`config.mk`:
```
export PLATFORM = sky130hd
export DESIGN_NAME = minterm_sweeper
export DESIGN_NICKNAME = d
export VERILOG_FILES = /design/src/rtl/minterm_sweeper.sv
export SDC_FILE = /design/constraint.sdc
export NUM_CORES = 1
export LEC_CHECK = 0
export CAP_MARGIN = 20
export CORE_MARGIN = 5
export CORE_UTILIZATION = 57
export CTS_BUF_LIST = sky130_fd_sc_hd__clkbuf_4
export DETAILED_ROUTE_END_ITERATION = 16
export HOLD_SLACK_MARGIN = 0.15
export PLACE_DENSITY = 0.86
export SYNTH_ARGS = -nofsm -noshare
export SYNTH_HDL_FRONTEND = slang
export SYNTH_SLANG_ARGS = --single-unit
```
`constraint.sdc`:
```
create_clock -name clk -period 2.8 [get_ports clk]
set_input_delay 0.42 -clock clk [delete_from_list [all_inputs] [get_ports clk]]
set_output_delay 0.42 -clock clk [all_outputs]
set_load 0.01 [all_outputs]
```
`src/rtl/minterm_sweeper.sv`:
```
// rtl/minterm_sweeper.sv - sweeps a 3-input dual-rail function block and captures its truth table
module minterm_sweeper #(
    parameter int SETTLE_CYCLES = 1
) (
    input  logic       clk,
    input  logic       rst,
    input  logic       start,
    input  logic       F_in,
    input  logic       Fn_in,
    output logic       x,
    output logic       y,
    output logic       z,
    output logic       busy,
    output logic       done,
    output logic [7:0] tt,
    output logic [3:0] err_cnt,
    output logic [2:0] first_bad
);

    typedef enum logic [1:0] {
        S_IDLE,
        S_DRIVE,
        S_SAMPLE,
        S_DONE
    } state_t;

    localparam logic [3:0] LP_LAST_CNT = 4'(SETTLE_CYCLES - 1);

    state_t     r_state;
    state_t     w_next;
    logic [2:0] r_idx;
    logic [3:0] r_cnt;
    logic [7:0] r_tt;
    logic [3:0] r_err_cnt;
    logic [2:0] r_first_bad;
    logic       w_active;
    logic       w_rail_bad;

    assign w_active   = (r_state == S_DRIVE) || (r_state == S_SAMPLE);
    assign w_rail_bad = (F_in == Fn_in);

    always_comb begin
        w_next = r_state;
        case (r_state)
            S_IDLE:   if (start) w_next = S_DRIVE;
            S_DRIVE:  if (r_cnt == LP_LAST_CNT) w_next = S_SAMPLE;
            S_SAMPLE: w_next = (r_idx == 3'd7) ? S_DONE : S_DRIVE;
            S_DONE:   w_next = S_IDLE;
            default:  w_next = S_IDLE;
        endcase
    end

    always_ff @(posedge clk) begin
        if (rst) begin
            r_state     <= S_IDLE;
            r_idx       <= 3'd0;
            r_cnt       <= 4'd0;
            r_tt        <= 8'h00;
            r_err_cnt   <= 4'd0;
            r_first_bad <= 3'd0;
        end else begin
            r_state <= w_next;
            case (r_state)
                S_IDLE: begin
                    if (start) begin
                        r_idx       <= 3'd0;
                        r_cnt       <= 4'd0;
                        r_tt        <= 8'h00;
                        r_err_cnt   <= 4'd0;
                        r_first_bad <= 3'd0;
                    end
                end
                S_DRIVE: r_cnt <= r_cnt + 4'd1;
                S_SAMPLE: begin
                    r_tt[r_idx] <= F_in;
                    // first_bad latches only the earliest violation of the sweep
                    if (w_rail_bad) begin
                        r_err_cnt <= r_err_cnt + 4'd1;
                        if (r_err_cnt == 4'd0) r_first_bad <= r_idx;
                    end
                    if (r_idx != 3'd7) begin
                        r_idx <= r_idx + 3'd1;
                        r_cnt <= 4'd0;
                    end
                end
                default: ;
            endcase
        end
    end

    assign {x, y, z}  = w_active ? r_idx : 3'd0;
    assign busy       = w_active;
    assign done       = (r_state == S_DONE);
    assign tt         = r_tt;
    assign err_cnt    = r_err_cnt;
    assign first_bad  = r_first_bad;

endmodule

```
# After elaboration in Yosys (flattened, before gate mapping)
# Cells that the tools add are included.
[op_classes] reduce_logical=13 mux=21 add_sub_neg=3 eq_ne=11 n_lt_le_gt_ge=2
[op_table] op="8-bit one-hot mux with 2 select lines" count=1
[op_table] op="3-bit two-way mux" count=5
[op_table] op="4-bit two-way mux" count=3
[op_table] op="3-bit one-hot mux with 2 select lines" count=2
[op_table] op="4-bit one-hot mux with 3 select lines" count=1
[op_table] op="3-bit AND reduction" count=3
[op_table] op="4-bit by 1-bit adder with 4-bit output, second input constant" count=2
[op_table] op="8-bit bitwise mux" count=1
[op_table] op="4-bit zero test" count=2
[op_table] op="8-bit two-way mux" count=1
[op_table] op="2-bit one-hot mux with 4 select lines" count=1
[op_table] op="4-bit one-hot mux with 2 select lines" count=1
[op_table] op="2-bit two-way mux" count=3
[op_table] op="2-bit by 1-bit inequality test with 1-bit output, second input constant" count=3
[op_table] op="2-bit equality test, second input constant" count=2
[op_table] op="3-bit by 4-bit less-than comparator with 1-bit output, second input constant" count=1
[op_table] op="2-bit inequality test, second input constant" count=2
[op_table] op="2-bit AND reduction" count=2
[op_table] op="4-bit AND reduction" count=1
[op_table] op="3-bit by 1-bit adder with 3-bit output, second input constant" count=1
[op_table] op="1-bit demux with 3-bit select" count=1
[op_table] op="3-bit equality test, second input constant" count=1
[op_table] op="3-bit by 1-bit greater-or-equal comparator with 1-bit output, second input constant" count=1
[op_table] op="3-bit inequality test, second input constant" count=1
[op_table] op="8 further kinds" count=8
[totals] register_bits=24 output_inout_bits=20 wordCells=56 inputBits=5

# Longest topological paths before layout
[logic_depth] depth_word=6 mapped_depth=7 ltp_nobuf=6

# Worst setup path after synthesis
# OpenSTA, ideal clock, no wires.
[synth_path] kind="flip-flop to flip-flop" from="register r_err_cnt[0], in the netlist err_cnt[0]" to="register r_first_bad[1], in the netlist first_bad[1]" required_ns=2.685 setup_time_ns=0.115 stages_incl_launch_ff=7 n_path_buf=0 period_less_slack_ns=1.577 arrival_time_ns=1.463 slack_ns=1.223 path_cell_list="dfxtp_1 > inv_1 > ha_1 > or3b_1 > a22o_2 > o21a_1 > o21a_1"
[synth_between] elab_chain_cells=3
[synth_lines] element="from (decl)" line_no="34" text="logic [3:0] r_err_cnt;"
[synth_lines] element="from (signal assigned)" line_no="78" text="r_err_cnt <= r_err_cnt + 4'd1;"
[synth_lines] element="4-bit zero test" line_no="79" text="if (r_err_cnt == 4'd0) r_first_bad <= r_idx;"
[synth_lines] element="2-bit by 1-bit inequality test with 1-bit output (no source line)"
[synth_lines] element="4-bit AND reduction (no source line)"
[synth_lines] element="to (signal assigned)" line_no="79"
[synth_lines] element="to (decl)" line_no="35" text="logic [2:0] r_first_bad;"
# No other way between the ends.
# A chain may end at the register's enable or synchronous reset.

# Worst setup path in the final report
[layout_path] from="register r_state[0]" to="output port z"
[layout_between] elab_chain_cells=3 elab_cells_between_ends=4 classes_between="eq/ne: 2; mux: 1; reduce/logical: 1"
[layout_lines] element="from (decl)" line_no="29" text="state_t r_state;"
[layout_lines] element="from (signal assigned)" line_no="62" text="r_state <= w_next;"
[layout_lines] element="2-bit by 1-bit equality test with 1-bit output / 2-bit equality test (equally long branches)" line_no="39" text="assign w_active = (r_state == S_DRIVE) || (r_state == S_SAMPLE);"
[layout_lines] element="1-bit logical OR *" line_no="39"
[layout_lines] element="3-bit two-way mux *" line_no="91" text="assign {x, y, z} = w_active ? r_idx : 3'd0;"
[layout_lines] element="to (decl)" line_no="12" text="output logic z,"
# Every way passes the cells marked *; elsewhere a longest branch is shown, timed or not.

==> metrics.cfg <==
[sta]
timing.fmax_mhz=430
fin_crit_ns=2.33
worst_pin_slew_ns=0.826
slew_headroom=0.445
hold_viol=0
fin_crit_sh=0.831
drv_slew=0
setup_viol=0
rsz0062_at_grt=no
finClkSkew_ns=0.000569
tns_ns=0

[final_layout]
drive_gt1_frac=0.0378
num_antenna_cells=0
area_growth_pct=20.5
fin_util=0.721
finalNetCount=203
final_cell_mix=a21oi_1 (26), dfxtp_1 (24), clkdlybuf4s50_1 (24), nand2_1 (17)
final_common_cell=a21oi_1

[cts]
htreeDepth=1
cts_tree=done
ctsResizeCount=0
clock_sinks=24
cts_max_path_buffers=2
clk_latency_ns=0.31
cts-root-buf=clkbuf_4
path_clk_slew_ns=0.12
cts_buffers=3
post_cts_buffers=0
cts_hold_buffers=0

[logic_synthesis]
syn_area_um2=1320
synth_cells=165
seq_area_frac_synth=0.363
ys_warn_count=0
yosys_register_bits=24
syn_nets=181
ys_types=32
avgSynthCellArea_um2=8.02

[global_routing]
grt_usage=0.207
antenna_found_initial=0
grt_first_pass_wirelength_mm=5.51
grt_overflow=0
grt_pass1_vias=1280
grt_max_degree=23

[power_and_ir_drop]
power.leakage_nw=0.591
power.density_nw_per_um2=491
peakVddDrop_v=0.000380

[setup_path]
critPathMaxFanout=4
crit_type=reg -> out
critPathLaunchType=register
required_ns=2.38
worst_setup_path_end_kind=output port
arrival_ns=1.91

[drt]
dr.pass1.iters=4
avgViaCountPerCell=5.92
totalWireLength_mm=3.25
detail-route-antenna-nets=0
post-route-drc-count=0
dr_total_vias=1261
wl_per_cell_um=15.3
drtIter0Drc=34

[flow_run]
drv_cap=0

[floorplan]
core_area_um2=2210
die_w_um=58.2
start_util=0.598
pin_count=25
die_area_um2=3380
chipHeight_um=58.2
row_count=17

[placement]
port_buffers=24
gp_congestion=0.856
dpl.hpwl_mm=2.42

[status]
status=finished, final reports clean

[worst_hold_path]
hold_path.class=reg -> reg

-- area by class of cell --
| cell class | count | area, µm² |
|---|---|---|
| flip-flops and latches | 24 | 480 |
| clock buffers | 3 | 22.5 |
| multi-input cells | 123 | 771 |
| well taps | 28 | 35.0 |
| inverters | 10 | 37.5 |
| fillers | 205 | 618 |
| repair buffers | 25 | 248 |
-- layer usage --
metal | vias to the layer above | routed length (µm) | GRT usage
met5 | - | 0 | 0
met3 | 5 | 164 | 0.0490
li1 | 619 | - | -
met4 | 0 | 43 | 0.0795
met1 | 598 | 1390 | 0.244
met2 | 39 | 1660 | 0.360
-- worst paths after layout --
check             start    end  slack (ns)  depth (start not counted)
max          r_state[0]      z        0.47                          4
min               tt[7]  tt[7]        0.48                          2
max reg2reg  r_state[0]  tt[0]        0.63                          5
min reg2reg       tt[7]  tt[7]        0.48                          2
-- flip-flops by register name, indices dropped and copies added, names as in the netlist --
signal and count:
r_state 2, first_bad 3, r_idx 3, r_cnt 4, err_cnt 4, tt 8
-- metrics by stage --
| step | setup slack [ns] | hold slack [ns] | cell area (µm²) | power (mW) | instances |
|---|---|---|---|---|---|
| floorplan | 1.22 | 0.458 | 1320 | 0.565 | 165 |
| global placement | 0.790 | 0.464 | 1570 | 0.622 | 210 |
| detailed placement | 0.685 | 0.469 | 1570 | 0.635 | 210 |
| CTS | 0.489 | 0.488 | 1590 | 0.778 | 213 |
| global route | 0.391 | 0.504 | 1590 | 0.829 | 213 |
| finish | 0.473 | 0.485 | 1590 | 0.782 | 213 |
-- cells in the mapped netlist --
master	number	share of area
o311a_1	1	0.0076
mux2_2	1	0.0085
o21a_1	4	0.023
o41ai_2	1	0.012
a21boi_0	2	0.011
a21oi_1	26	0.098
nor4_1	2	0.0095
o32ai_1	1	0.0066
nor2b_1	4	0.019
ha_1	11	0.10
nand3_1	11	0.042
or3b_1	2	0.013
a22o_2	1	0.0076
nor3_1	3	0.011
buf_2	3	0.011
mux2i_1	1	0.0076
inv_1	10	0.028
dfxtp_1	24	0.36
nor2_1	4	0.011
a21o_1	2	0.011
and2_1	6	0.028
a31oi_1	2	0.0095
or3_1	1	0.0047
clkbuf_1	5	0.014
o211ai_1	1	0.0057
nor3b_1	2	0.011
o21ai_1	3	0.011
nand4b_1	1	0.0066
o21ai_0	11	0.042
xor2_1	1	0.0066
nand2_1	17	0.048
nand2b_1	1	0.0047
-- power breakdown --
part           switching (mW)  internal (mW)
Combinational           0.165         0.0959
Sequential             0.0186          0.356
Clock                  0.0973         0.0503
Total                   0.281          0.502
-- critical path, cell delays in order, from the launching register on --
cell and delay (ns):
dfxtp_1 0.42, inv_1 0.12, ha_1 0.36, and2_1 0.15, clkdlybuf4s50_1 0.54
-- cell families after synthesis --
logic type	Yosys count	share of synthesized area
AO/OA/AOI/OAI	55	0.246
AND/OR/NAND/NOR	54	0.210
flip-flops	24	0.363
buffers and inverters	18	0.0539
adder cells (fa/ha/maj)	11	0.104
multiplexers	2	0.0161
XOR/XNOR	1	0.00662
Power figures use the tool's default switching activity.
